===== config.mk =====
export PLATFORM = sky130hd
export DESIGN_NAME = lut_neuron_pipe_flat
export DESIGN_NICKNAME = d
export VERILOG_FILES = /design/src/rtl/lut_neuron_pipe_if.sv /design/src/rtl/lut_neuron_pipe.sv /design/src/flat_wrapper.sv
export SDC_FILE = /design/constraint.sdc
export NUM_CORES = 1
export LEC_CHECK = 0
export CAP_MARGIN = 10
export CORE_UTILIZATION = 40
export DETAILED_ROUTE_END_ITERATION = 6
export GPL_TIMING_DRIVEN = 1
export SETUP_SLACK_MARGIN = 0.3
export SLEW_MARGIN = 10
export SYNTH_ARGS = -nofsm -noshare
export SYNTH_HDL_FRONTEND = slang
export SYNTH_SLANG_ARGS = --single-unit

===== constraint.sdc =====
create_clock -name clk -period 2 [get_ports clk]
set_input_delay 0.4 -clock clk [delete_from_list [all_inputs] [get_ports clk]]
set_output_delay 0.4 -clock clk [all_outputs]
set_load 0.01 [all_outputs]

===== src/rtl/lut_neuron_pipe_if.sv =====
// lut_neuron_pipe_if
//   Bundles the lookup request channel (in_*), the result channel (out_*)
//   and the table configuration port (cfg_*) of one truth-table neuron.
//   slave  : the neuron side (drives in_ready, out_valid, out_data, cfg_ready)
//   master : the side feeding requests/configuration and consuming results
interface lut_neuron_pipe_if #(
  parameter int IN_BITS  = 8,
  parameter int OUT_BITS = 1
);
  logic                in_valid;
  logic                in_ready;
  logic [IN_BITS-1:0]  in_data;
  logic                out_valid;
  logic                out_ready;
  logic [OUT_BITS-1:0] out_data;
  logic                cfg_start;
  logic                cfg_we;
  logic [IN_BITS-1:0]  cfg_addr;
  logic [OUT_BITS-1:0] cfg_data;
  logic                cfg_done;
  logic                cfg_ready;

  modport slave (
    input  in_valid, in_data, out_ready,
    input  cfg_start, cfg_we, cfg_addr, cfg_data, cfg_done,
    output in_ready, out_valid, out_data, cfg_ready
  );

  modport master (
    output in_valid, in_data, out_ready,
    output cfg_start, cfg_we, cfg_addr, cfg_data, cfg_done,
    input  in_ready, out_valid, out_data, cfg_ready
  );
endinterface


===== src/rtl/lut_neuron_pipe.sv =====
// lut_neuron_pipe
//   Runtime-loadable truth-table neuron: a 2^IN_BITS x OUT_BITS distributed
//   table looked up through a two-stage registered pipeline with valid/ready
//   flow control. A reload request first drains lookups already in flight,
//   then opens the configuration port until cfg_done resumes lookups.
// Ports
//   clk  : rising-edge clock
//   rst  : synchronous active-high reset (control and output registers only;
//          table contents survive reset)
//   bus  : lut_neuron_pipe_if.slave
//          in_valid/in_ready/in_data     lookup request (index)
//          out_valid/out_ready/out_data  lookup result table[index]
//          cfg_start/cfg_done            reload request / reload complete
//          cfg_we/cfg_addr/cfg_data      table write, honoured while cfg_ready
//          cfg_ready                     high while the table is writable
module lut_neuron_pipe #(
  parameter int IN_BITS  = 8,
  parameter int OUT_BITS = 1
) (
  input  logic             clk,
  input  logic             rst,
  lut_neuron_pipe_if.slave bus
);

  localparam int DEPTH = 1 << IN_BITS;

  typedef enum logic [1:0] {
    LOAD  = 2'd0,
    RUN   = 2'd1,
    DRAIN = 2'd2
  } state_t;

  state_t              state;
  state_t              state_nxt;

  logic [OUT_BITS-1:0] lut_mem [DEPTH];

  logic                vld_p1;
  logic [IN_BITS-1:0]  addr_p1;
  logic                vld_p2;
  logic [OUT_BITS-1:0] data_p2;

  logic                advance;
  logic                in_rdy;
  logic                accept;

  // Stage 2 may move whenever it is empty or its result is being taken.
  assign advance = !vld_p2 || bus.out_ready;
  // Depends only on registered state and out_ready, never on in_valid.
  assign in_rdy  = (state == RUN) && (!vld_p1 || advance);
  assign accept  = bus.in_valid && in_rdy;

  assign bus.in_ready  = in_rdy;
  assign bus.cfg_ready = (state == LOAD);
  assign bus.out_valid = vld_p2;
  assign bus.out_data  = data_p2;

  always_ff @(posedge clk) begin
    if (rst) begin
      state <= LOAD;
    end else begin
      state <= state_nxt;
    end
  end

  always_comb begin
    state_nxt = state;
    case (state)
      LOAD:    if (bus.cfg_done) state_nxt = RUN;
      RUN:     if (bus.cfg_start) state_nxt = DRAIN;
      DRAIN:   if (!vld_p1 && !vld_p2) state_nxt = LOAD;
      default: state_nxt = LOAD;
    endcase
  end

  // Table storage: written only while loading, never cleared.
  always_ff @(posedge clk) begin
    if ((state == LOAD) && bus.cfg_we) begin
      lut_mem[bus.cfg_addr] <= bus.cfg_data;
    end
  end

  // ---- stage 1: capture accepted index ----
  always_ff @(posedge clk) begin
    if (rst) begin
      vld_p1 <= 1'b0;
    end else if (accept) begin
      vld_p1 <= 1'b1;
    end else if (advance) begin
      vld_p1 <= 1'b0;
    end
  end

  always_ff @(posedge clk) begin
    if (accept) begin
      addr_p1 <= bus.in_data;
    end
  end

  // ---- stage 2: asynchronous table read registered into the result ----
  // The result register is only overwritten by a real lookup so that it never
  // samples a not-yet-written table entry.
  always_ff @(posedge clk) begin
    if (rst) begin
      vld_p2  <= 1'b0;
      data_p2 <= '0;
    end else if (advance) begin
      vld_p2 <= vld_p1;
      if (vld_p1) begin
        data_p2 <= lut_mem[addr_p1];
      end
    end
  end

endmodule


===== src/flat_wrapper.sv =====
// flat-port wrapper written by rule: the top's interface ports become plain ports
module lut_neuron_pipe_flat 
#(
  parameter int IN_BITS  = 8,
  parameter int OUT_BITS = 1
)
  (clk, rst, bus_in_valid, bus_in_data, bus_out_ready, bus_cfg_start, bus_cfg_we, bus_cfg_addr, bus_cfg_data, bus_cfg_done, bus_in_ready, bus_out_valid, bus_out_data, bus_cfg_ready);
  lut_neuron_pipe_if #(.IN_BITS(IN_BITS), .OUT_BITS(OUT_BITS)) bus_i ();
  input  logic clk;
  input  logic rst;
  input wire logic [$bits(bus_i.in_valid)-1:0] bus_in_valid;
  input wire logic [$bits(bus_i.in_data)-1:0] bus_in_data;
  input wire logic [$bits(bus_i.out_ready)-1:0] bus_out_ready;
  input wire logic [$bits(bus_i.cfg_start)-1:0] bus_cfg_start;
  input wire logic [$bits(bus_i.cfg_we)-1:0] bus_cfg_we;
  input wire logic [$bits(bus_i.cfg_addr)-1:0] bus_cfg_addr;
  input wire logic [$bits(bus_i.cfg_data)-1:0] bus_cfg_data;
  input wire logic [$bits(bus_i.cfg_done)-1:0] bus_cfg_done;
  output wire logic [$bits(bus_i.in_ready)-1:0] bus_in_ready;
  output wire logic [$bits(bus_i.out_valid)-1:0] bus_out_valid;
  output wire logic [$bits(bus_i.out_data)-1:0] bus_out_data;
  output wire logic [$bits(bus_i.cfg_ready)-1:0] bus_cfg_ready;
  assign bus_i.in_valid = bus_in_valid;
  assign bus_i.in_data = bus_in_data;
  assign bus_i.out_ready = bus_out_ready;
  assign bus_i.cfg_start = bus_cfg_start;
  assign bus_i.cfg_we = bus_cfg_we;
  assign bus_i.cfg_addr = bus_cfg_addr;
  assign bus_i.cfg_data = bus_cfg_data;
  assign bus_i.cfg_done = bus_cfg_done;
  assign bus_in_ready = bus_i.in_ready;
  assign bus_out_valid = bus_i.out_valid;
  assign bus_out_data = bus_i.out_data;
  assign bus_cfg_ready = bus_i.cfg_ready;
  lut_neuron_pipe #(.IN_BITS(IN_BITS), .OUT_BITS(OUT_BITS)) u_core (.clk(clk), .rst(rst), .bus(bus_i));
endmodule

After elaboration in Yosys (flattened, before gate mapping)
Memory sizes are Yosys's and may differ from the RTL's. A register that Yosys moved wholly into a read port is not among the register bits. Cells that the tools add are included.

Register bits: 12. Bits in latches: 0. Memory bits (writable): 256. Bits in read-only memories: 0. Bits of input ports: 24. Output and inout port bits: 4. Logic and storage cells: 30. Memories kept: 1.

Memories: u_core.lut_mem (depth 256, bits a word 1, rd ports 1, clocked after Yosys merged registers in 1, wr ports 1, RTL line lut_neuron_pipe.sv:36) `logic [OUT_BITS-1:0] lut_mem [DEPTH];`.

Add/subtract/negate cells: 0. $mul: 0. Divide/modulo/power cells: 0. $lt $le $gt $ge: 0. Equality and inequality tests: 5. Shift-type cells: 0. Multiplexer cells: 8. Bitwise operators: 0. Reduce and logical (&&, ||, !) cells: 12.

Operators with widths (number): $mux W2 (3); $pmux W2 S3 (1); $logic_and A1 B1 Y1 (4); $mux W1 (4); $ne A2 B2 Y1 const B (2); $reduce_and A3 Y1 (1); $eq A2 B1 Y1 const B (1); $eq A2 B2 Y1 const B (1); $logic_not A1 Y1 (2); $logic_not A2 Y1 (1); $logic_or A1 B1 Y1 (2); $ne A2 B1 Y1 const B (1); $reduce_and A2 Y1 (1); $reduce_bool A2 Y1 (1).

Depth between registers and ports, before layout
Gate-level depths: netlist (run 1).

Depth in word-level cells: 6. Gate-level depth with buffers: 11.

Least setup slack after synthesis (run 1)
Ideal clock, no wire load.

Path type: register -> register. Start: reg u_core.addr_p1[0]. End: reg u_core.data_p2 (netlist: u_core.bus.out_data) (read register of u_core.lut_mem). Library setup time: 0.126 ns. Arrival: 2.027 ns. Path slack: -0.153 ns. Stages on the path, launching flop included: 9. Path buffers: 2. Period minus slack after synthesis: 2.153 ns. Path through: edfxtp_1 -> buf_4 -> buf_6 -> mux4_2 -> mux4_2 -> mux2i_1 -> a2bb2oi_1 -> a211o_1 -> o211ai_1.

RTL lines: start, declared (RTL line lut_neuron_pipe.sv:39) `logic [IN_BITS-1:0] addr_p1;`; start signal, assigned (RTL line lut_neuron_pipe.sv:96) `addr_p1 <= bus.in_data;`; end, declared (RTL line lut_neuron_pipe.sv:41) `logic [OUT_BITS-1:0] data_p2;`.

==> metrics.txt, run 1 <==
post-route ant nets 0; IO Pins 28; Largest stage delay, worst path 520 ps; Async SR Flop Fraction 0%; CP cell instances buf_6 > buf_12 > mux4_2 > mux2_4 > and3_4 > a311o_1 > o22ai_1 > o211ai_1; Critical Path End Type register; Final Util 60.7%; synth cell count leaders nor2_1, edfxtp_1, mux4_2, clkbuf_1, nand2_1; Yosys Warn Count 0; DP Area 13500 µm²; r2r endpoint u_core.bus.out_data; Syn Area/Cell 13.9 µm²; Highest Clock Rate 427 MHz; Final Hold Viols 0; failing checks setup timing; CP max stage cell mux4_2; status complete, but fails checks; Hold Slack 284 ps; startpoint types register; Seq/Total Area, Yosys 68.0%; vias in the first global route 8138; Synth Flop Type edfxtp_1; Mapped Area 11800 µm²; EDFF count, synth 264; area leader, netlist edfxtp_1; hold depth 1; peak supply drop 693 µV; Final Routed Wirelength 37200 µm; Tcrit/Tclk final 117%; critical path required time 2420 ps; hpwl dp 18800 µm; All-Layer GR Usage 24.8%; Netlist cell types 43; row cnt 62; CP Max Fanout 6; Worst path top cell family by delay multiplexers; worst skew pair latency 550 ps; reg2reg setup slack -340 ps; GRT overflow 0; slew margin rel. 66.9%; I/O Buffers 27; Final Non-Filler Cells 1405; Core Footprint 28900 µm²; Tot Pwr 12.7 mW; cells on worst reg2reg path 8; fin crit period 2340 ps; initial cell density of the core 40.9%; Synth top area share 67.2%; post-route setup slack -344 ps; CTS sink cnt 269; worst slew pin tran 496 ps; Leak Pwr 5.18 nW; FF+latch count, synth 269; max-slew violation count 0; drt wl/cell 26.4 µm; CTS H-Tree Depth 1; DRT iter0 DRCs 743; Setup CP Type register to register; layout cells sized above 1 54.6%; Hold EP u_core.lut_mem[156]; PwrDens 724 nW/µm²; Via density 5.78; CTS clk-pin slew, worst paths 60 ps; # setup viols final 1; CTS Root Cell clkbuf_16; initial antenna violation count 0; largest net degree at the start of global routing 63; hold_buf cts 0; Setup Skew 8.72 ps; Die Height 174 µm; Area Growth Syn to Fin 48.4%; via count 8120; HP Start bus_cfg_data; routability congestion estimate 0.822; antenna fix cells 0; # DRC 0; top-count cell post-synth nor2_1; worst r2r src u_core.addr_p1[0]; first-pass GRT wire length 53700 µm; Synth Instances 846; Max-Cap Viols 0; DR pass1 iterations 5; layout filler cell count 2116; die width 174 µm; top post-synthesis cells by area edfxtp_1, mux4_2, nor2_1; Die ar. 30200 µm²; post-route design area 17500 µm²; worst endpoint data arrival time 2770 ps; CP bufs+invs 2; syn_nets 870; CTS Buf Count 29; post-layout net count 1024; CTS tree done; Clock Tree Buf Depth 3; DP Cell Count 1305; HP Class primary input to register; RSZ-0062 raised after global routing true
-- through the flow --
| step | setup slack, ps | TNS [ps] |
|---|---|---|
| after floorplan | -131 | -131 |
| after CTS | -344 | -344 |
| after global placement | -334 | -5160 |
| after global routing | -415 | -415 |
| final | -344 | -344 |
| after detailed placement | -399 | -8090 |
-- sequential cells by signal, summed over array words and instances, names as in the netlist --
| name | flops |
|---|---|
| u_core.bus.out_data | 1 |
| u_core.addr_p1 | 8 |
| u_core.lut_mem | 256 |
| u_core.bus.out_valid | 1 |
| u_core.state | 2 |
| u_core.vld_p1 | 1 |
-- per-layer routing --
| metal | track usage, % | up-vias | wire (µm) |
|---|---|---|---|
| met2 | 39.2 | 384 | 17500 |
| met5 | 0 | - | 0 |
| li1 | - | 3493 | - |
| met4 | 11.9 | 0 | 1960 |
| met3 | 7.02 | 110 | 3730 |
| met1 | 31.6 | 4133 | 13900 |
-- cell type report --
class / instances / area, µm² / share of cell area [%]
inverter: 6 / 22.5 / 0.129
clock buffer: 35 / 748 / 4.27
clock inverter: 17 / 216 / 1.24
multi-input combinational: 504 / 5600 / 32.0
tap: 384 / 480 / 2.74
timing repair buffer: 190 / 2400 / 13.7
sequential: 269 / 8030 / 45.9
-- worst register-to-register path, cell delays in order, from the launching register on --
cell	delay, ps
edfxtp_1	410
buf_6	170
buf_12	150
mux4_2	530
mux2_4	270
and3_4	170
a311o_1	280
o22ai_1	150
o211ai_1	90
-- timing repair --
| action | in CTS | in global routing |
|---|---|---|
| setup endpoints to repair | 255 | 259 |
| cloned | 17 | 2 |
| setup buffers | 26 | 3 |
| gates resized for setup | 521 | 85 |
| pin swaps | 187 | 31 |
-- how the worst max path moves through the flow --
stage / startpoint / endpoint / depth (start not counted)
finish: u_core.addr_p1[0] / u_core.bus.out_data / 8
global route: u_core.addr_p1[0] / u_core.bus.out_data / 8
CTS: u_core.addr_p1[0] / u_core.bus.out_data / 9
floorplan: u_core.addr_p1[0] / u_core.bus.out_data / 8
global placement: u_core.addr_p1[0] / u_core.bus.out_data / 7
detailed placement: u_core.addr_p1[0] / u_core.bus.out_data / 7
-- logic make-up (layout without fill, tap and decap cells) --
logic type / after synthesis / in the layout / synth area share, %
compound gates: 36 / 36 / 2.36
buf+inv: 73 / 248 / 2.67
flops: 269 / 269 / 68.0
mux: 85 / 85 / 13.3
simple gates: 383 / 383 / 13.6
-- report_power, final --
part | switching [mW] | leakage [nW] | total, mW | internal (mW)
clock | 2.17 | 0.464 | 5.47 | 3.30
sequential | 0.0145 | 2.42 | 6.22 | 6.20
combinational | 0.571 | 2.30 | 0.982 | 0.411
-- layout by cell type (no fill, tap or decap), types with 3 or more instances in the layout --
cell type and count:
edfxtp_1 264, nor2_4 258, buf_4 89, mux4_2 57, buf_12 33, clkbuf_16 31, nand2_1 26, mux2i_1 22
clkdlybuf4s50_1 22, buf_6 20, nand3_1 18, buf_16 18, nor2b_1 14, nor2_1 12, nand4_1 12, nand3_4 9
clkinv_1 6, clkbuf_1 6, nor3_1 5, and3_1 5, nor4_1 5, mux2_2 5, bufinv_16 5, inv_1 4
a21oi_1 4, a2111oi_0 4, and3_4 3, nand2b_1 3, a22oi_2 3, a22oi_1 3, clkinv_2 3, dfxtp_2 3
Note: power is estimated with default switching activity, not from simulation.
==> run 2, diff against run 1 <==
--- a/config.mk
+++ b/config.mk
@@ -9,7 +9,7 @@
 export CORE_UTILIZATION = 40
 export DETAILED_ROUTE_END_ITERATION = 6
 export GPL_TIMING_DRIVEN = 1
-export SETUP_SLACK_MARGIN = 0.3
+export SETUP_SLACK_MARGIN = 0.4
 export SLEW_MARGIN = 10
 export SYNTH_ARGS = -nofsm -noshare
 export SYNTH_HDL_FRONTEND = slang
==> run 2 against run 1 <==
Net effect:
- combinational power rose by 6%
- register-to-register slack about the same
- via count down 1.2%
- clock skew up 24 ps
- core utilization grew 0.32 points
- the flow still finishes with violations (setup timing)
- worst hold slack lost 8.3 ps
- sequential cell count did not move
==> metrics.txt, run 2 (synthesis gave the netlist of run 1 again) <==
status complete, but fails checks; failing checks setup timing; Die ar. 30200 µm²; critical path required time 2410 ps; Core Footprint 28900 µm²; Tot Pwr 12.5 mW; r2r endpoint u_core.bus.out_data; CP most frequent cell mux4_2; Critical Path End Type register; row cnt 62; Clock Tree Buf Depth 3; routability congestion estimate 0.828; startpoint types register; hpwl dp 19800 µm; Via density 5.70; Hold EP u_core.lut_mem[149]; antenna fix cells 0; slew margin rel. 60.0%; PwrDens 709 nW/µm²; CTS sink cnt 269; die width 174 µm; most common cell after layout, fill and taps aside edfxtp_1; CTS H-Tree Depth 1; DR pass1 iterations 5; HP Class primary input to register; Worst path top cell family by delay multiplexers; DRT iter0 DRCs 748; initial antenna violation count 0; CTS Root Cell clkbuf_16; layout filler cell count 2127; layout cells sized above 1 54.9%; Die Height 174 µm; All-Layer GR Usage 23.7%; Setup CP Type register to register; Leak Pwr 5.19 nW; Most flops, register u_core.lut_mem; CP max stage cell mux4_2; largest registers u_core.lut_mem x256, u_core.addr_p1 x8, u_core.state x2; flip-flop count of the largest register after layout 256; # DRC 0; CP cell instances buf_12 > mux4_2 > mux4_2 > mux2i_4 > a2bb2oi_2 > a211o_1 > o211ai_1; I/O Buffers 27; Final Routed Wirelength 35400 µm; RSZ-0062 raised after global routing true; first-pass GRT wire length 52100 µm; cells on worst reg2reg path 7; worst slew pin tran 586 ps; HP Start bus_cfg_data; GRT overflow 0; Final Hold Viols 0; IO Pins 28; CTS clk-pin slew, worst paths 60 ps; largest net degree at the start of global routing 95; hold depth 1; worst endpoint data arrival time 2770 ps; Max-Cap Viols 0; CTS tree done; CTS Buf Count 29; Highest Clock Rate 425 MHz; via count 8020; fin crit period 2350 ps; Area Growth Syn to Fin 49.1%; drt wl/cell 25.2 µm; CP Max Fanout 12; post-route ant nets 0; post-route setup slack -354 ps; GRT met1 Usage 31.5%; GR Util met2 38.9%; Tcrit/Tclk final 118%; most frequent cells in the layout edfxtp_1, nor2_4, buf_4; gr busiest metal met2; initial cell density of the core 40.9%; peak supply drop 690 µV; pre-CTS setup slack -479 ps; worst r2r src u_core.addr_p1[0]; GRT met3 Usage 4.32%; worst skew pair latency 570 ps; max-slew violation count 0; vias in the first global route 8240; Setup Skew 32.8 ps; Largest stage delay, worst path 520 ps; # setup viols final 3; post-layout net count 1027; reg2reg setup slack -350 ps; setup TNS -369 ps; CP bufs+invs 1; hold_buf cts 0
## run 2: how the worst max path moves through the flow
stage / start / end / cells after the start
after global routing: u_core.addr_p1[0] / u_core.bus.out_data / 7
after CTS: u_core.addr_p1[0] / u_core.bus.out_data / 7
final: u_core.addr_p1[0] / u_core.bus.out_data / 7
after floorplan: u_core.addr_p1[0] / u_core.bus.out_data / 8
after detailed placement: u_core.addr_p1[0] / u_core.bus.out_data / 7
after global placement: u_core.addr_p1[0] / u_core.bus.out_data / 7
## run 2: what timing repair did
item,CTS,global route
endpoints found under the setup margin,261,259
gates resized for setup,477,95
pin swaps,135,60
setup buffers,23,5
cloned,14,2
hold endpoints to repair,0,0
## run 2: power breakdown
group          switching (mW)  total, mW  leakage, nW  internal (mW)
combinational           0.579       1.04         2.33          0.462
sequential             0.0148       6.22         2.42           6.20
clock                    2.15       5.23        0.446           3.07
## run 2: layer usage
| layer | part of all wire, % | up-vias |
|---|---|---|
| li1 | - | 3507 |
| met4 | 3.6 | 0 |
| met1 | 39 | 4141 |
| met3 | 6.8 | 63 |
| met5 | 0 | - |
| met2 | 50 | 309 |
## run 2: final cells by class
cell class                      count  area, µm²  share of cell area, %
Sequential cell                   269       8040                   45.7
Multi-Input combinational cell    504       5640                   32.0
Timing Repair Buffer              193       2500                   14.2
Clock buffer                       36        762                   4.33
Tap cell                          384        480                   2.73
Clock inverter                     14        155                  0.882
Inverter                            6       22.5                  0.128
## run 2: per-stage QoR
stage / hold slack (ps) / instances / instance area (µm²) / util (%)
after floorplan: 455 / 846 / 12300 / -
after global placement: 480 / 1312 / 13900 / 48.1
after detailed placement: 487 / 1312 / 13900 / 48.1
after CTS: 269 / 1399 / 17100 / 59.3
after global routing: 284 / 1406 / 17600 / 61.0
final: 276 / 1406 / 17600 / 61.0
## run 2: worst reg2reg max path, cell delays in order, from the launching register on
cell,delay [ps]
edfxtp_1,400
buf_12,190
mux4_2,510
mux4_2,520
mux2i_4,200
a2bb2oi_2,180
a211o_1,150
o211ai_1,90
